`config.mk`:
```
export PLATFORM = sky130hd
export DESIGN_NAME = decode_stage
export DESIGN_NICKNAME = d
export VERILOG_FILES = /design/src/rtl/risc_pkg.sv /design/src/rtl/instr_decoder.sv /design/src/rtl/decode_stage.sv
export SDC_FILE = /design/constraint.sdc
export NUM_CORES = 1
export LEC_CHECK = 0
export ABC_AREA = 1
export CORE_ASPECT_RATIO = 1.25
export CORE_MARGIN = 2
export CORE_UTILIZATION = 30
export CTS_BUF_LIST = sky130_fd_sc_hd__clkbuf_4
export DETAILED_ROUTE_END_ITERATION = 16
export PLACE_DENSITY = 0.56
export SYNTH_ARGS = -nofsm -noshare
export SYNTH_HDL_FRONTEND = slang
export SYNTH_SLANG_ARGS = --single-unit
```
`constraint.sdc`:
```
create_clock -name clk -period 3.6 [get_ports clk]
set_input_delay 0.72 -clock clk [delete_from_list [all_inputs] [get_ports clk]]
set_output_delay 0.72 -clock clk [all_outputs]
set_load 0.01 [all_outputs]
```
`src/rtl/risc_pkg.sv`:
```
// Shared definitions for the 16-bit RISC decode path:
// opcodes, instruction field map, stage state encoding.
package risc_pkg;

    localparam int INSTR_W_DEF = 16;
    localparam int PC_W_DEF    = 8;

    localparam logic [3:0] OP_NOP  = 4'h0;
    localparam logic [3:0] OP_ADD  = 4'h1;
    localparam logic [3:0] OP_SUB  = 4'h2;
    localparam logic [3:0] OP_AND  = 4'h3;
    localparam logic [3:0] OP_OR   = 4'h4;
    localparam logic [3:0] OP_ADDI = 4'h5;
    localparam logic [3:0] OP_LD   = 4'h6;
    localparam logic [3:0] OP_ST   = 4'h7;
    localparam logic [3:0] OP_BEQ  = 4'h8;
    localparam logic [3:0] OP_JMP  = 4'h9;
    localparam logic [3:0] OP_ILLO = 4'hA;
    localparam logic [3:0] OP_ILHI = 4'hE;
    localparam logic [3:0] OP_LIMM = 4'hF;

    localparam int OPC_MSB  = 15;
    localparam int OPC_LSB  = 12;
    localparam int RD_MSB   = 11;
    localparam int RD_LSB   = 9;
    localparam int RS1_MSB  = 8;
    localparam int RS1_LSB  = 6;
    localparam int RS2_MSB  = 5;
    localparam int RS2_LSB  = 3;
    localparam int IMM6_MSB = 5;
    localparam int IMM6_LSB = 0;

    typedef enum logic [1:0] {
        ST_EMPTY    = 2'd0,
        ST_WAIT_EXT = 2'd1,
        ST_FULL     = 2'd2
    } state_t;

    typedef struct packed {
        logic [3:0]  opcode;
        logic [2:0]  rd;
        logic [2:0]  rs1;
        logic [2:0]  rs2;
        logic [15:0] imm;
        logic        reg_we;
        logic        mem_rd;
        logic        mem_wr;
        logic        branch;
        logic        illegal;
    } dec_t;

    function automatic logic [15:0] sext6(input logic [5:0] v);
        return {{10{v[5]}}, v};
    endfunction

endpackage

```
`src/rtl/instr_decoder.sv`:
```
// Combinational field split and control decode
// for one 16-bit instruction word.
module instr_decoder (
    input  logic [15:0] instr,
    output logic [3:0]  opcode,
    output logic [2:0]  rd,
    output logic [2:0]  rs1,
    output logic [2:0]  rs2,
    output logic [15:0] imm16,
    output logic        reg_we,
    output logic        mem_rd,
    output logic        mem_wr,
    output logic        branch,
    output logic        illegal
);
    import risc_pkg::*;

    logic [3:0] opc;
    logic       is_alu;
    logic       is_ld;
    logic       is_st;
    logic       is_br;
    logic       is_limm;
    logic       is_ill;

    assign opc     = instr[OPC_MSB:OPC_LSB];
    assign is_alu  = opc inside {OP_ADD, OP_SUB, OP_AND, OP_OR, OP_ADDI};
    assign is_ld   = (opc == OP_LD);
    assign is_st   = (opc == OP_ST);
    assign is_br   = opc inside {OP_BEQ, OP_JMP};
    assign is_limm = (opc == OP_LIMM);
    assign is_ill  = (opc >= OP_ILLO) && (opc <= OP_ILHI);

    // Decode: fields pass through; LIMM clears rs/imm since
    // its immediate arrives in the following word.
    always_comb begin
        opcode  = opc;
        rd      = instr[RD_MSB:RD_LSB];
        rs1     = instr[RS1_MSB:RS1_LSB];
        rs2     = instr[RS2_MSB:RS2_LSB];
        imm16   = sext6(instr[IMM6_MSB:IMM6_LSB]);
        reg_we  = 1'b0;
        mem_rd  = 1'b0;
        mem_wr  = 1'b0;
        branch  = 1'b0;
        illegal = 1'b0;
        unique case (1'b1)
            is_alu: reg_we = 1'b1;
            is_ld: begin
                reg_we = 1'b1;
                mem_rd = 1'b1;
            end
            is_st:  mem_wr = 1'b1;
            is_br:  branch = 1'b1;
            is_limm: begin
                reg_we = 1'b1;
                rs1    = 3'd0;
                rs2    = 3'd0;
                imm16  = 16'h0000;
            end
            is_ill: illegal = 1'b1;
            default: ;
        endcase
    end

endmodule

```
`src/rtl/decode_stage.sv`:
```
// Decode pipeline stage: single-entry output register,
// valid/ready on both sides, two-beat LIMM assembly.
module decode_stage #(
    parameter int INSTR_W = risc_pkg::INSTR_W_DEF,
    parameter int PC_W    = risc_pkg::PC_W_DEF
) (
    input  logic               clk,
    input  logic               rst,
    input  logic               flush,
    input  logic               in_valid,
    output logic               in_ready,
    input  logic [INSTR_W-1:0] in_instr,
    input  logic [PC_W-1:0]    in_pc,
    output logic               out_valid,
    input  logic               out_ready,
    output logic [3:0]         out_opcode,
    output logic [2:0]         out_rd,
    output logic [2:0]         out_rs1,
    output logic [2:0]         out_rs2,
    output logic [15:0]        out_imm,
    output logic [PC_W-1:0]    out_pc,
    output logic               out_reg_we,
    output logic               out_mem_rd,
    output logic               out_mem_wr,
    output logic               out_branch,
    output logic               out_illegal
);
    import risc_pkg::*;

    state_t          state;
    state_t          state_nxt;
    dec_t            dec;
    dec_t            q;
    logic [PC_W-1:0] pc_q;
    logic            accept;
    logic            is_limm;

    instr_decoder u_dec (
        .instr   (in_instr[15:0]),
        .opcode  (dec.opcode),
        .rd      (dec.rd),
        .rs1     (dec.rs1),
        .rs2     (dec.rs2),
        .imm16   (dec.imm),
        .reg_we  (dec.reg_we),
        .mem_rd  (dec.mem_rd),
        .mem_wr  (dec.mem_wr),
        .branch  (dec.branch),
        .illegal (dec.illegal)
    );

    assign is_limm  = (dec.opcode == OP_LIMM);
    assign in_ready = rst && !flush &&
                      ((state != ST_FULL) || out_ready);
    assign accept   = in_valid && in_ready;

    // Next state: flush wins, otherwise follow the handshake.
    always_comb begin
        state_nxt = state;
        if (flush) begin
            state_nxt = ST_EMPTY;
        end else begin
            unique case (state)
                ST_EMPTY: begin
                    if (accept)
                        state_nxt = is_limm ? ST_WAIT_EXT
                                            : ST_FULL;
                end
                ST_WAIT_EXT: begin
                    if (accept)
                        state_nxt = ST_FULL;
                end
                ST_FULL: begin
                    if (out_ready) begin
                        if (accept)
                            state_nxt = is_limm ? ST_WAIT_EXT
                                                : ST_FULL;
                        else
                            state_nxt = ST_EMPTY;
                    end
                end
                default: state_nxt = ST_EMPTY;
            endcase
        end
    end

    // State register.
    always_ff @(posedge clk or negedge rst) begin
        if (!rst)
            state <= ST_EMPTY;
        else
            state <= state_nxt;
    end

    // Output register: first beat loads the decode, the
    // extension beat only fills the immediate.
    always_ff @(posedge clk or negedge rst) begin
        if (!rst) begin
            q    <= '0;
            pc_q <= '0;
        end else if (accept) begin
            if (state == ST_WAIT_EXT) begin
                q.imm <= in_instr[15:0];
            end else begin
                q    <= dec;
                pc_q <= in_pc;
            end
        end
    end

    assign out_valid   = (state == ST_FULL);
    assign out_opcode  = q.opcode;
    assign out_rd      = q.rd;
    assign out_rs1     = q.rs1;
    assign out_rs2     = q.rs2;
    assign out_imm     = q.imm;
    assign out_pc      = pc_q;
    assign out_reg_we  = q.reg_we;
    assign out_mem_rd  = q.mem_rd;
    assign out_mem_wr  = q.mem_wr;
    assign out_branch  = q.branch;
    assign out_illegal = q.illegal;

endmodule

```
==> summary.txt, run 1 <==
Route
  – Wire length on met1: 2.30 mm
  – First-pass DRT Iterations: 4
  – Uppermost layer routed: met4
  – Vias: 1792
  – Routed WL per cell: 11.5 microns
  – Routed length on met3: 189 microns
  – Metal2 WL: 2.31 mm
  – Iter 0 DRT Violations: 99
  – DR DRC count: 0
  – Vias per inst: 4.25
  – Total wire length: 4.86 mm
  – Detail Route Antenna Nets: 0

Job
  – # Max-Cap Violations: 0

Synthesis
  – Mapped Nets: 290
  – Synthesized instance count: 261
  – Seq/Total Area, Yosys: 54.6%
  – Commonest cells post-synth: 154 x nand2_1, 44 x dfrtp_1, 16 x inv_1, 11 x nor2_1, 9 x nand3_1
  – Post-synth EDFFs: 0
  – Post-synthesis async set-or-reset flop share: 100%
  – Leading area contributor after synthesis: dfrtp_1
  – Unique masters post-synth: 17
  – Post-synth top flop: dfrtp_1
  – Post-Syn Area per Cell: 7.73 sq um
  – Synth Cell Area: 2020 sq um
  – FF+latch count, synth: 44
  – Warnings from Yosys: 0
  – Synth area leaders: dfrtp_1 55%, nand2_1 29%, inv_1 3.0%
  – Most frequent cell after synthesis: nand2_1
  – Synth top area share: 54.6%

Global routing
  – Vias in the first global route: 1735
  – Initial antenna violation count: 0
  – Largest net degree at the start of global routing: 45
  – First-pass GRT wire length: 8.18 mm
  – Gr ovfl total: 0
  – GRT Util Overall: 14.0%

CTS
  – Worst skew pair latency: 0.34 ns
  – Largest buffer count on any clock path: 2
  – Root Driver: clkbuf_4
  – Clk sink count: 44
  – Number of CTS-inserted buffers: 5
  – Clock transition at path regs: 0.11 ns
  – TritonCTS clock tree: yes
  – Hold-fix buffer count after cts: 0
  – Post CTS Setup Buffer Count: 0
  – Cts repair resizes: 0
  – H-tree Lvls: 2

Floorplanning
  – Die X: 77.3 microns
  – Die ar.: 7400 sq um
  – Starting Density: 30.9%
  – Height of the chip: 95.7 microns
  – Row count: 33
  – Core box area: 6520 sq um
  – Io pins: 73

Critical path
  – Worst Path Arrival: 1.97 ns
  – WP data required: 2.88 ns
  – Buffers & Inverters on Critical Path: 4
  – Kind of cell adding the most delay to the critical path: buffers and inverters
  – Worst Reg-to-Reg Cells: 7
  – Capturing point of the worst reg2reg path: out_rd[2]
  – Critical-path cell list: clkdlybuf4s50_1, inv_1, nand3_2, nand2_1, inv_1, clkdlybuf4s50_1
  – FF-to-FF Start: state[1]
  – CP max stage cell: clkdlybuf4s50_1
  – Max FO, Critical Path: 2
  – Slowest stage delay, CP: 0.52 ns
  – Setup crit end kind: output pin
  – CP Class: in2out
  – CP startpoint kind: input port
  – R2r setup slk: 1.91 ns

Cells and area
  – P&R area growth vs syn: 41.5%
  – Fraction of layout cells with a size suffix above 1: 5.97%
  – Storage cell area: 1100 sq um
  – Antenna fix cells: 0
  – Fill cells: 736
  – Nets: 363
  – Multi-input gate area: 778 sq um

Placed design
  – IO buf count: 72
  – Routability cong.: 0.749
  – Hpwl dp: 3.54 mm

Pwr
  – PwrDens: 446 nW/um^2
  – Leakage power: 1.46 nW
  – Tot Pwr: 1.27 mW
  – Max IR drop VDD: 0.140 mV

Timing
  – Fin Clk Skew: 0.00299 ns
  – FMAX: 372 MHz
  – Setup violators final: 0
  – Setup TNS: 0 ns
  – RSZ-0062 raised after global routing: false
  – Hold Slack: 0.448 ns
  – Min Tclk post-route: 2.69 ns
  – Final Hold Fails: 0
  – Period utilization: 74.7%
  – Slew Viols, Final: 0
  – Actual slew at the worst max-slew pin: 0.551 ns
  – Relative slew slack: 63.3%

Hold path
  – Worst hold path class: in2async

Run status
  – Status: finished, final reports clean
==> cell type report <==
| type | instances | share of cell area [%] |
|---|---|---|
| Clock buffer | 7 | 1.84 |
| Clock inverter | 1 | 0.132 |
| Inverter | 19 | 2.50 |
| Multi-Input combinational cell | 189 | 27.3 |
| Sequential cell | 44 | 38.6 |
| Tap cell | 87 | 3.81 |
| Timing Repair Buffer | 75 | 25.9 |
==> worst max path at each step <==
stage	slack (ns)	startpoint	to	depth (start not counted)
floorplan	1.86	rst	in_ready	4
global placement	0.93	out_ready	in_ready	6
detailed placement	0.91	out_ready	in_ready	6
CTS	0.91	out_ready	in_ready	6
global route	0.85	out_ready	in_ready	6
finish	0.91	out_ready	in_ready	6
==> flip-flops by register name, summed over array words and instances, names as in the netlist <==
| signal | cells |
|---|---|
| out_branch | 1 |
| out_mem_wr | 1 |
| out_rd | 3 |
| out_rs1 | 3 |
| out_imm | 16 |
| out_mem_rd | 1 |
| state | 2 |
| out_opcode | 4 |
| out_illegal | 1 |
| out_pc | 8 |
| out_reg_we | 1 |
| out_rs2 | 3 |
==> through the flow <==
step | utilization [%] | cell area, sq um | worst slack, ns | std cells
after global routing | 43.7 | 2850 | 0.847 | 422
after floorplan | - | 2020 | 1.86 | 261
after detailed placement | 42.9 | 2800 | 0.912 | 414
after CTS | 43.7 | 2850 | 0.906 | 422
final | 43.7 | 2850 | 0.912 | 422
after global placement | 42.9 | 2800 | 0.929 | 414
==> worst reg2reg max path: cells and delay by family, from the launching register on <==
family                 cells  cell delay, ns
buffers and inverters      2            0.48
flip-flops                 1            0.49
AND/OR/NAND/NOR            5            0.63
==> report_power, final <==
group	switching, mW	internal, mW
Clock	0.142	0.0904
Sequential	0.0491	0.585
Combinational	0.178	0.229
Total	0.369	0.904
==> cells in the final DEF (no fill, tap or decap) <==
cell	instances
nand2_1	154
clkdlybuf4s50_1	71
dfrtp_1	44
inv_1	16
nor2_1	11
nand3_1	9
clkbuf_4	7
o21ai_0	4
inv_2	3
a21oi_1	3
buf_4	3
nand3_2	2
nor3_1	2
nor2_4	1
nor2_8	1
nand2_4	1
or2_2	1
clkinv_1	1
buf_2	1
==> metal layers <==
metal / vias up / global-route usage (%)
met5: - / 0
met4: 0 / 5.21
met2: 41 / 23.3
li1: 935 / -
met1: 812 / 17.9
met3: 4 / 2.94
==> logic make-up (layout without fill, tap and decap cells) <==
logic type,after synthesis,in the layout,synth area share [%]
buffers and inverters,28,102,6.82
DFF,44,44,54.6
AOI/OAI and AO/OA,7,7,1.74
and+or+nand+nor,182,182,36.8
No activity file was read; power rests on OpenSTA's default activity.
==> run 2, diff against run 1 <==
PLACE_DENSITY = 0.58   (was 0.56)
clock period = 2.3 ns   (was 3.6 ns; I/O delays follow)
==> run 2 against run 1 <==
  * Sequential power is 57% higher
  * Core utilization is 0.25 points higher
  * Die area stayed put
  * Worst setup slack worse by 0.77 ns
  * First-iteration DRC count is 16% lower
  * Via count is 0.22% lower
  * Combinational power is 57% higher
  * Critical path depth is 1 lower
  * Global-route usage hardly changed
  * Total power is 57% higher
  * Register-to-register slack worse by 1.3 ns
  * Critical endpoint unchanged
  * Highest routed layer unchanged
==> summary.txt, run 2 (synthesized netlist as in run 1, its figures left out) <==
Route
  – DR DRC count: 0 (unchanged)
  – Vias per inst: 4.22 (-0.69%)
  – Total wire length: 5.02 mm (+3.1%)
  – Iter 0 DRT Violations: 83 (-16%)
  – Detail Route Antenna Nets: 0 (unchanged)
  – First-pass DRT Iterations: 4 (unchanged)
  – Routed WL per cell: 11.8 microns (+2.6%)
  – Vias: 1788 (-0.22%)

Floorplanning
  – Height of the chip: 95.7 microns (unchanged)
  – Io pins: 73 (unchanged)
  – Starting Density: 30.9% (unchanged)
  – Die X: 77.3 microns (unchanged)
  – Die ar.: 7400 sq um (unchanged)
  – Core box area: 6520 sq um (unchanged)
  – Row count: 33 (unchanged)

Global routing
  – Vias in the first global route: 1697 (-2.2%)
  – Largest net degree at the start of global routing: 45 (unchanged)
  – Initial antenna violation count: 0 (unchanged)
  – Gr ovfl total: 0 (unchanged)
  – GRT Util Overall: 14.0% (+0.032 points)
  – First-pass GRT wire length: 8.14 mm (-0.50%)

CTS
  – H-tree Lvls: 2 (unchanged)
  – Cts repair resizes: 0 (unchanged)
  – Number of CTS-inserted buffers: 5 (unchanged)
  – Worst skew pair latency: 0.35 ns (about the same)
  – Hold-fix buffer count after cts: 0 (unchanged)
  – Post CTS Setup Buffer Count: 0 (unchanged)
  – Root Driver: clkbuf_4
  – Clk sink count: 44 (unchanged)
  – TritonCTS clock tree: yes
  – Largest buffer count on any clock path: 2 (unchanged)
  – Clock transition at path regs: 0.13 ns (+0.02 ns)

Placed design
  – IO buf count: 72 (unchanged)
  – Post-Place Cells: 417 (+0.72%)
  – Routability cong.: 0.837 (+12%)
  – Hpwl dp: 3.59 mm (+1.6%)

Timing
  – RSZ-0062 raised after global routing: false
  – Fin Clk Skew: 0.0101 ns (+0.00710 ns)
  – Period utilization: 94.0%
  – Relative slew slack: 62.5% (-0.84 points)
  – Setup TNS: 0 ns (unchanged)
  – Slew Viols, Final: 0 (unchanged)
  – Min Tclk post-route: 2.16 ns
  – FMAX: 463 MHz
  – Actual slew at the worst max-slew pin: 0.563 ns (+0.0126 ns)
  – Setup violators final: 0 (unchanged)
  – Final Hold Fails: 0 (unchanged)

Critical path
  – CP max stage cell: clkdlybuf4s50_1
  – Critical-path cell list: clkdlybuf4s50_1, nor2_1, nand2_1, inv_1, clkdlybuf4s50_1
  – Max FO, Critical Path: 2 (unchanged)
  – CP startpoint kind: input port
  – WP data required: 1.84 ns (-1.04 ns)
  – Slowest stage delay, CP: 0.52 ns (about the same)
  – Setup crit end kind: output pin
  – Buffers & Inverters on Critical Path: 3 (-1)
  – Worst Reg-to-Reg Cells: 6 (-1)
  – Worst Path Arrival: 1.70 ns (-0.27 ns)
  – Levels on crit path: 5 (-1)
  – Most frequent CP cell: clkdlybuf4s50_1
  – Kind of cell adding the most delay to the critical path: buffers and inverters
  – CP Class: in2out

Cells and area
  – Antenna fix cells: 0 (unchanged)
  – P&R area growth vs syn: 42.3%
  – Final Non-Filler Cells: 424 (+0.47%)
  – Most frequent cells in the layout: 154 x nand2_1, 71 x clkdlybuf4s50_1, 44 x dfrtp_1
  – Most common cell after layout, fill and taps aside: nand2_1
  – Max reg flops: 16 (unchanged)
  – Nets: 366 (+0.83%)
  – Fraction of layout cells with a size suffix above 1: 6.82% (+0.85 points)
  – Fill cells: 690 (-6.3%)

Pwr
  – Max IR drop VDD: 0.257 mV (+84%)
  – PwrDens: 696 nW/um^2 (+56%)
  – Leakage power: 1.47 nW (+0.91%)

Hold path
  – Worst hold path class: in2async

Run status
  – Status: finished, final reports clean

Job
  – # Max-Cap Violations: 0 (unchanged)
[run 2: changes by cell type in the layout (fill, tap and decap cells not counted), sizes merged]
cell / delta
buf: +3
clkbuf: -1
[run 2: path summary, 6_finish.rpt]
| check | startpoint | end | slack (ns) |
|---|---|---|---|
| hold reg to reg | out_rs1[1] | out_rs1[1] | 0.48 |
| setup / recovery | flush | in_ready | 0.14 |
| hold / removal | rst | state[0] | 0.19 |
| setup reg to reg | state[1] | out_mem_wr | 0.63 |
| min in group clk | out_rs1[1] | out_rs1[1] | 0.48 |
| max in group asynchronous | rst | out_rd[2] | 1.72 |
[run 2: through the flow]
step / util, % / hold slack [ns] / total power, mW / setup WS, ns / area (sq um)
3_3_place_gp: 43.2 / 0.453 / 1.65 / 0.152 / 2820
2_1_floorplan: - / 0.164 / 1.25 / 0.996 / 2020
5_1_grt: 44.0 / 0.212 / 2.14 / 0.0556 / 2870
6_report: 44.0 / 0.191 / 2.00 / 0.138 / 2870
3_5_place_dp: 43.2 / 0.457 / 1.66 / 0.135 / 2820
4_1_cts: 44.0 / 0.210 / 2.03 / 0.129 / 2870
[run 2: routing by layer]
metal  part of all wire (%)  vias up  GRT usage, %
met2                     47       40          23.3
met3                    4.1        6          3.22
met1                     47      805          18.0
met5                      0        -             0
met4                    1.6        0          4.91
li1                       -      937             -
[run 2: final cells by class]
cell class / count / area, sq um / share of cell area [%]
inverters: 19 / 71.3 / 2.48
clock inverters: 1 / 5.00 / 0.174
repair buffers: 78 / 761 / 26.5
flip-flops and latches: 44 / 1100 / 38.4
well taps: 87 / 109 / 3.79
clock buffers: 6 / 45.0 / 1.57
multi-input cells: 189 / 778 / 27.1
[run 2: report_power, final]
group          leakage (nW)  switching, mW  total (mW)  internal, mW
sequential            0.557         0.0816       0.998         0.916
combinational         0.881          0.278       0.638         0.360
clock                0.0315          0.238       0.363         0.125
total                  1.47          0.598        2.00          1.40
